File: src/rtl/noc_pkg.sv
// Shared router definitions: port indices, allocator state, default sizing.
// Used by the allocator, the router top and the input buffers.
package noc_pkg;

  localparam int PORT_N = 0;
  localparam int PORT_E = 1;
  localparam int PORT_S = 2;
  localparam int PORT_W = 3;
  localparam int PORT_L = 4;

  localparam int NUM_REQ_DEF      = 5;
  localparam int CREDIT_DEPTH_DEF = 4;

  typedef enum logic {
    IDLE   = 1'b0,
    LOCKED = 1'b1
  } alloc_state_t;

endpackage

File: src/rtl/credit_counter.sv
// Downstream credit tracker: count updates on the clock after consume/return, avail_o is combinational.
// Returns at full count saturate and raise a sticky error; consume is only issued when avail_o is high.
module credit_counter #(
  parameter int CREDIT_DEPTH = 4,
  parameter int CNT_W        = $clog2(CREDIT_DEPTH + 1)
) (
  input  logic             clk,
  input  logic             rst,
  input  logic             consume_i,
  input  logic             return_i,
  output logic [CNT_W-1:0] count_o,
  output logic             avail_o,
  output logic             err_o
);

  localparam logic [CNT_W-1:0] FULL = CNT_W'(CREDIT_DEPTH);

  logic [CNT_W-1:0] r_count;
  logic             r_err;

  always_ff @(posedge clk or posedge rst) begin
    if (rst) begin
      r_count <= FULL;
      r_err   <= 1'b0;
    end else begin
      case ({consume_i, return_i})
        2'b10: r_count <= r_count - 1'b1;
        2'b01: begin
          // A return with no free slot outstanding means the downstream lost track.
          if (r_count == FULL) r_err <= 1'b1;
          else                 r_count <= r_count + 1'b1;
        end
        default: r_count <= r_count;
      endcase
    end
  end

  assign count_o = r_count;
  assign avail_o = (r_count != '0);
  assign err_o   = r_err;

endmodule

File: src/rtl/output_port_allocator.sv
// Wormhole round-robin allocator for one output link; grant is combinational (0-cycle latency).
// No grant without a downstream credit; a locked packet holds the output through bubbles.
module output_port_allocator
  import noc_pkg::*;
#(
  parameter int NUM_REQ      = NUM_REQ_DEF,
  parameter int CREDIT_DEPTH = CREDIT_DEPTH_DEF,
  parameter int CNT_W        = $clog2(CREDIT_DEPTH + 1)
) (
  input  logic                       clk,
  input  logic                       rst,
  input  logic [NUM_REQ-1:0]         req_i,
  input  logic [NUM_REQ-1:0]         tail_i,
  input  logic                       credit_return_i,
  output logic [NUM_REQ-1:0]         grant_o,
  output logic                       grant_v_o,
  output logic                       locked_o,
  output logic [$clog2(NUM_REQ)-1:0] owner_o,
  output logic [CNT_W-1:0]           credit_count_o,
  output logic                       credit_err_o
);

  localparam int IDX_W = $clog2(NUM_REQ);

  function automatic logic [IDX_W-1:0] rr_pick(input logic [NUM_REQ-1:0] req,
                                               input logic [IDX_W-1:0]   ptr);
    logic [IDX_W-1:0] idx;
    logic             found;
    rr_pick = ptr;
    found   = 1'b0;
    for (int i = 0; i < NUM_REQ; i++) begin
      idx = IDX_W'((int'(ptr) + i) % NUM_REQ);
      if (!found && req[idx]) begin
        rr_pick = idx;
        found   = 1'b1;
      end
    end
  endfunction

  function automatic logic [IDX_W-1:0] rr_next(input logic [IDX_W-1:0] x);
    return (x == IDX_W'(NUM_REQ - 1)) ? '0 : x + 1'b1;
  endfunction

  alloc_state_t     r_state, w_state_nxt;
  logic [IDX_W-1:0] r_rr_ptr, w_rr_ptr_nxt;
  logic [IDX_W-1:0] r_owner, w_owner_nxt;
  logic [IDX_W-1:0] w_winner;
  logic [NUM_REQ-1:0] w_grant;
  logic             w_avail;
  logic             w_ok;

  assign w_winner = rr_pick(req_i, r_rr_ptr);
  // Reset also gates the grant, since the async state clear alone would still allow an IDLE grant.
  assign w_ok     = w_avail & ~rst;

  always_comb begin
    w_grant      = '0;
    w_state_nxt  = r_state;
    w_rr_ptr_nxt = r_rr_ptr;
    w_owner_nxt  = r_owner;
    case (r_state)
      IDLE: begin
        if (w_ok && (req_i != '0)) begin
          w_grant[w_winner] = 1'b1;
          if (tail_i[w_winner]) begin
            w_rr_ptr_nxt = rr_next(w_winner);
          end else begin
            w_state_nxt = LOCKED;
            w_owner_nxt = w_winner;
          end
        end
      end
      LOCKED: begin
        if (w_ok && req_i[r_owner]) begin
          w_grant[r_owner] = 1'b1;
          if (tail_i[r_owner]) begin
            w_state_nxt  = IDLE;
            w_rr_ptr_nxt = rr_next(r_owner);
          end
        end
      end
      default: w_state_nxt = IDLE;
    endcase
  end

  always_ff @(posedge clk or posedge rst) begin
    if (rst) begin
      r_state  <= IDLE;
      r_rr_ptr <= '0;
      r_owner  <= '0;
    end else begin
      r_state  <= w_state_nxt;
      r_rr_ptr <= w_rr_ptr_nxt;
      r_owner  <= w_owner_nxt;
    end
  end

  credit_counter #(
    .CREDIT_DEPTH (CREDIT_DEPTH),
    .CNT_W        (CNT_W)
  ) u_credit (
    .clk       (clk),
    .rst       (rst),
    .consume_i (grant_v_o),
    .return_i  (credit_return_i),
    .count_o   (credit_count_o),
    .avail_o   (w_avail),
    .err_o     (credit_err_o)
  );

  assign grant_o   = w_grant;
  assign grant_v_o = |w_grant;
  assign locked_o  = (r_state == LOCKED);
  assign owner_o   = r_owner;

endmodule

File: config.mk
export PLATFORM = sky130hd
export DESIGN_NAME = output_port_allocator
export DESIGN_NICKNAME = d
export VERILOG_FILES = /design/src/rtl/noc_pkg.sv /design/src/rtl/credit_counter.sv /design/src/rtl/output_port_allocator.sv
export SDC_FILE = /design/constraint.sdc
export NUM_CORES = 1
export LEC_CHECK = 0
export ABC_AREA = 1
export BUFFER_PORTS_ARGS = -buffer_cell sky130_fd_sc_hd__buf_2
export CORE_ASPECT_RATIO = 0.7
export CORE_MARGIN = 3
export CORE_UTILIZATION = 35
export CTS_BUF_LIST = sky130_fd_sc_hd__clkbuf_8
export CTS_CLUSTER_DIAMETER = 100
export DETAILED_ROUTE_END_ITERATION = 8
export PLACE_DENSITY = 0.54
export SLEW_MARGIN = 30
export SYNTH_ARGS = -nofsm -noshare
export SYNTH_HDL_FRONTEND = slang
export SYNTH_SLANG_ARGS = --single-unit
File: constraint.sdc
create_clock -name clk -period 14.7 [get_ports clk]
set_input_delay 0 -clock clk [delete_from_list [all_inputs] [get_ports clk]]
set_output_delay 0 -clock clk [all_outputs]
set_load 0.01 [all_outputs]
==> results.toml, run 1 <==
[sta]
max_clock_freq_mhz = 177
finalCritPeriodShare = 0.385
fin_worst_skew_ns = 0.00440
finalWorstPathRequiredPeriod_ns = 5.65
hold_viol = 0
rsz0062_at_grt = "no"
finalSetupViolCount = 0
timing.hold.ws_ns = 0.140
drv_slew = 0
worst_pin_slew_ns = 0.924
relSlewSlack = 0.378
setup_tns_ns = 0

[global_route]
globalRouteOverflowTotal = 0
grt_antenna_before_repair = 0
gr-usage-all-layers = 0.161
grt_pass1_vias = 2357
grt_pass1_wl_mm = 11.8
grt_start_max_net_pins = 19

[worst_setup_path]
cp.required_ns = 14.88
cp_dominant_cell_by_count = "sky130_fd_sc_hd__nand2_1"
critical_path.endpoint_type = "register"
cp-start-kind = "register"
timing.critical_path.max_delay_family = "simple AND/OR/NAND/NOR gates"
slowest_delay_ns = 0.79
crit_buf_inv = 5
worst-setup-path-type = "reg2reg"
cp_max_fo = 18
crit_slowest_cell = "sky130_fd_sc_hd__dfrtp_1"
critical_path_arrival_ns = 5.83

[clocking]
clock_tree_from_tritoncts = "done"
tritoncts_num_sinks = 11
clock_path_buffers = 2
cts.reportedPaths.clkPinSlew_ns = 0.05
htreeDepth = 1
insertion_delay_ns = 0.23
clk_root_buffer_cell = "sky130_fd_sc_hd__clkbuf_8"
cts_setup_buffers = 0
cts_buffers = 3

[routing]
routed_wl_mm = 7.22
avgRoutedWirePerCell_um = 13.4
drtAntennaViolNets = 0
drt_drc_violations_left = 0
route.vias.total = 2707
avgViaCountPerCell = 5.01
drt_pre_antenna_iters = 5
dr.first_iter.drc_count = 158

[floorplanning]
core_region_area_um2 = 7450
horizontal_die_dimension_um = 112
initial_core_util = 0.368
ios = 27
chip_height_um = 80.0
design.die.area_um2 = 8940
floorplan.rows = 26

[cells_and_area]
area.growth.synth_to_final_pct = 10.7
layout-drive-gt1-share = 0.258
antenna_cells_inserted = 0
postLayoutCoreUtil = 0.407
multi_input_comb_area_um2 = 2190
fillers = 783
register_area_um2 = 277
fin_area_um2 = 3030
nets = 484

[synthesis]
synthDistinctLibCells = 49
synth_warn = 0
post_synth_edffs = 0
synth_fp_nets = 455
postSynthAreaPerCell_um2 = 6.62
synth_top_cell_area_share = 0.136
synthesis.instances = 414
yosys_most_used_dff = "sky130_fd_sc_hd__dfrtp_1"
postSynth.asyncResetShare = 1.00
yosys_register_bits = 11
netlist_top_cells_area = "sky130_fd_sc_hd__nand2_1, sky130_fd_sc_hd__ha_1, sky130_fd_sc_hd__dfrtp_1"
sequential_fraction_of_the_synthesis_area = 0.101
yosys.area.top_type = "sky130_fd_sc_hd__nand2_1"
netlist_area_um2 = 2740

[outcome]
outcome = "complete, no violations"

[placed_design]
placement.io_buffers = 26
placed_cell_area_um2 = 2980
hpwl_mm = 6.12
routabilityCongestion = 0.956

[min_path]
timing.hold.worst.class = "in2reg"

[run]
cap_violations = 0
sequential cells by signal (all words and copies together), names as in the netlist:
name	cells
locked_o	1
u_credit.count_o	3
r_rr_ptr	3
u_credit.err_o	1
owner_o	3
layout by cell type, fill, tap and decap left out, drive strengths merged, types with 3 or more instances in the layout:
master / n
o22ai: 3
ha: 26
buf: 26
nand2: 132
nand4: 19
xor2: 4
a21oi: 10
inv: 64
dfrtp: 10
nand3b: 6
clkbuf: 3
nand3: 53
nor2: 39
o21ai: 22
nor3: 5
synth_stat cells, types with 8 or more instances:
cell,instances
sky130_fd_sc_hd__nand4_1,16
sky130_fd_sc_hd__nand2_2,20
sky130_fd_sc_hd__a21oi_1,9
sky130_fd_sc_hd__inv_2,10
sky130_fd_sc_hd__ha_1,26
sky130_fd_sc_hd__o21ai_0,8
sky130_fd_sc_hd__nand3_2,8
sky130_fd_sc_hd__inv_1,51
sky130_fd_sc_hd__nand2_1,99
sky130_fd_sc_hd__nand2_4,13
sky130_fd_sc_hd__nand3_1,42
sky130_fd_sc_hd__dfrtp_1,10
sky130_fd_sc_hd__nor2_1,29
sky130_fd_sc_hd__o21ai_1,9
cell type report:
type,instances,area share
Multi-Input combinational cell,335,0.723
Clock inverter,1,0.00165
Tap cell,98,0.0404
Sequential cell,11,0.0912
Inverter,65,0.0838
Clock buffer,3,0.0136
Timing Repair Buffer,27,0.0462
through the flow:
stage | instances | worst slack, ns
final | 540 | 9.05
after global routing | 540 | 8.51
after CTS | 540 | 9.03
after detailed placement | 535 | 9.08
after global placement | 535 | 9.31
after floorplan | 414 | 10.02
worst min-delay path, delay by kind of cell:
family,cells,cell delay (ns)
AND/OR/NAND/NOR,3,0.21
buffers and inverters,2,0.16
cells by family after synthesis:
family | share of synthesized area
AND/OR/NAND/NOR | 0.530
buffers and inverters | 0.0987
AO/OA/AOI/OAI | 0.112
adder cells (fa/ha/maj) | 0.133
flip-flops | 0.101
XOR/XNOR | 0.0247
worst paths after layout:
path / endpoint / slack, ns / cells past startpoint / startpoint
max: u_credit.count_o[2] / 9.05 / 37 / r_rr_ptr[0]
max in group asynchronous: u_credit.count_o[2] / 14.07 / 3 / rst
min: u_credit.count_o[2] / 0.14 / 5 / credit_return_i
max reg2reg: u_credit.count_o[2] / 9.05 / 37 / r_rr_ptr[0]
min reg2reg: u_credit.err_o / 0.46 / 1 / u_credit.err_o
min in group asynchronous: owner_o[0] / 0.31 / 3 / rst
layer usage:
layer	vias to the layer above	wire [µm]	GRT usage
met1	1195	4040	0.271
li1	1416	-	-
met3	6	477	0.0136
met5	-	0	0
met4	0	60	0.0231
met2	90	2650	0.217
what timing repair did:
| action | 4_1_cts | 5_1_grt |
|---|---|---|
| resized for setup | 0 | 0 |
| endpoints found under the hold margin | 10 | 0 |
| hold buffers | 1 | 0 |
| endpoints found under the setup margin | 0 | 0 |
Power of run 1 is left out: the tool's default activity adds up to more than one toggle a clock period on the data nets, which glitch-free logic cannot reach.
==> run 2: changes to the inputs <==
--- a/config.mk
+++ b/config.mk
@@ -13,7 +13,7 @@
 export CTS_BUF_LIST = sky130_fd_sc_hd__clkbuf_8
 export CTS_CLUSTER_DIAMETER = 100
 export DETAILED_ROUTE_END_ITERATION = 8
-export PLACE_DENSITY = 0.54
+export PLACE_DENSITY = 0.56
 export SLEW_MARGIN = 30
 export SYNTH_ARGS = -nofsm -noshare
 export SYNTH_HDL_FRONTEND = slang
==> constraint.sdc (replaced) <==
create_clock -name clk -period 5 [get_ports clk]
set_input_delay 0 -clock clk [delete_from_list [all_inputs] [get_ports clk]]
set_output_delay 0 -clock clk [all_outputs]
set_load 0.01 [all_outputs]
==> run 2 against run 1 <==
Count of clock-buffer cells in the layout unchanged. Core utilization up 2.2 points. First-iteration DRC count down 0.63%. Non-clock buffer count up 11. Worst setup slack worse by 8.7 ns. Routed wire length up 2.2%. Cell count up 2.0%. Critical path type unchanged.
==> results.toml, run 2 (same netlist as run 1, synthesis figures left out) <==
[worst_setup_path]
timing.critical_path.max_delay_family = "simple AND/OR/NAND/NOR gates"
crit_buf_inv = 6
cp-start-kind = "register"
slowest_delay_ns = 0.35
worst-setup-path-type = "reg2reg"
critical_path.endpoint_type = "register"
crit_slowest_cell = "sky130_fd_sc_hd__fa_2"
cp.required_ns = 5.17
critical_path_arrival_ns = 4.84
cp_max_fo = 8

[sta]
drv_slew = 0
relSlewSlack = 0.531
timing.hold.ws_ns = 0.147
max_clock_freq_mhz = 214
finalSetupViolCount = 0
fin_worst_skew_ns = 0.00151
finalCritPeriodShare = 0.934
finalWorstPathRequiredPeriod_ns = 4.67
hold_viol = 0
worst_pin_slew_ns = 0.697

[routing]
route.vias.total = 2785
dr.first_iter.drc_count = 157
drt_pre_antenna_iters = 5
drtAntennaViolNets = 0
avgRoutedWirePerCell_um = 13.4
routed_wl_mm = 7.38
avgViaCountPerCell = 5.05
drt_drc_violations_left = 0

[cells_and_area]
layout-drive-gt1-share = 0.316
layout.cells.most_common_list = "sky130_fd_sc_hd__nand2_1, sky130_fd_sc_hd__inv_1, sky130_fd_sc_hd__nand3_1"
fillers = 770
area.growth.synth_to_final_pct = 16.7
antenna_cells_inserted = 0
final_common_cell = "sky130_fd_sc_hd__nand2_1"
nets = 495

[floorplanning]
chip_height_um = 80.0
horizontal_die_dimension_um = 112
floorplan.rows = 26
design.die.area_um2 = 8940
ios = 27
core_region_area_um2 = 7450
initial_core_util = 0.368

[min_path]
timing.hold.worst.class = "in2reg"

[clocking]
cts.reportedPaths.clkPinSlew_ns = 0.05
cts_buffers = 3
clk_root_buffer_cell = "sky130_fd_sc_hd__clkbuf_8"
clock_tree_from_tritoncts = "done"
tritoncts_num_sinks = 11
insertion_delay_ns = 0.23
htreeDepth = 1
clock_path_buffers = 2

[global_route]
grt_pass1_vias = 2456
grt_start_max_net_pins = 18
gr-usage-all-layers = 0.165
globalRouteOverflowTotal = 0
grt_pass1_wl_mm = 12.4
grt_antenna_before_repair = 0

[placed_design]
placement.io_buffers = 26
hpwl_mm = 6.10
routabilityCongestion = 0.858

[outcome]
outcome = "complete, no violations"

[run]
cap_violations = 0
run 2: cell count changes in the layout (fill, tap and decap cells not counted), sizes merged:
cell / delta
inv: +1
clkinv: -1
buf: +11
run 2: cell type report:
class / instances / area (µm²) / area share
Clock buffer: 3 / 41.3 / 0.0129
Inverter: 65 / 254 / 0.0795
Timing Repair Buffer: 38 / 230 / 0.0720
Tap cell: 98 / 123 / 0.0384
Multi-Input combinational cell: 335 / 2270 / 0.709
Clock inverter: 1 / 3.75 / 0.00117
Sequential cell: 11 / 277 / 0.0865
run 2: path summary, 6_finish.rpt:
path | start | endpoint | slack (ns) | depth (start not counted)
setup / recovery | r_rr_ptr[1] | u_credit.count_o[2] | 0.33 | 38
hold / removal | credit_return_i | u_credit.count_o[2] | 0.15 | 5
setup reg to reg | r_rr_ptr[1] | u_credit.count_o[2] | 0.33 | 38
hold reg to reg | u_credit.err_o | u_credit.err_o | 0.48 | 1
max in group asynchronous | rst | u_credit.count_o[2] | 4.34 | 3
min in group asynchronous | rst | u_credit.err_o | 0.33 | 3
run 2: tightest hold or removal path: stages:
cell and delay [ns]:
sky130_fd_sc_hd__buf_2 0.12, sky130_fd_sc_hd__nand4_1 0.08, sky130_fd_sc_hd__nand3_1 0.07, sky130_fd_sc_hd__nand2_1 0.07, sky130_fd_sc_hd__inv_1 0.04
run 2: what timing repair did:
action                     4_1_cts  5_1_grt
hold buffers                     1        0
setup buffers                    0        4
resized for setup                0       23
setup endpoints to repair        0        5
hold endpoints to repair        10        0
run 2: layer usage:
metal / wire length, µm / vias to the layer above / track usage
li1: - / 1435 / -
met1: 4070 / 1269 / 0.277
met2: 2950 / 77 / 0.233
met3: 344 / 4 / 0.00682
met4: 14 / 0 / 0.0146
met5: 0 / - / 0
run 2: through the flow:
stage          area [µm²]  utilization  setup TNS [ns]  std cells  worst slack [ns]
2_1_floorplan        2740            -               0        414             0.323
3_3_place_gp         3030        0.406               0        542            0.0959
3_5_place_dp         3030        0.406               0        542            0.0876
4_1_cts              3080        0.414               0        547            0.0500
5_1_grt              3200        0.429         -0.0167        551           -0.0167
6_report             3200        0.429               0        551             0.331
Power of run 2 is left out for the same reason.
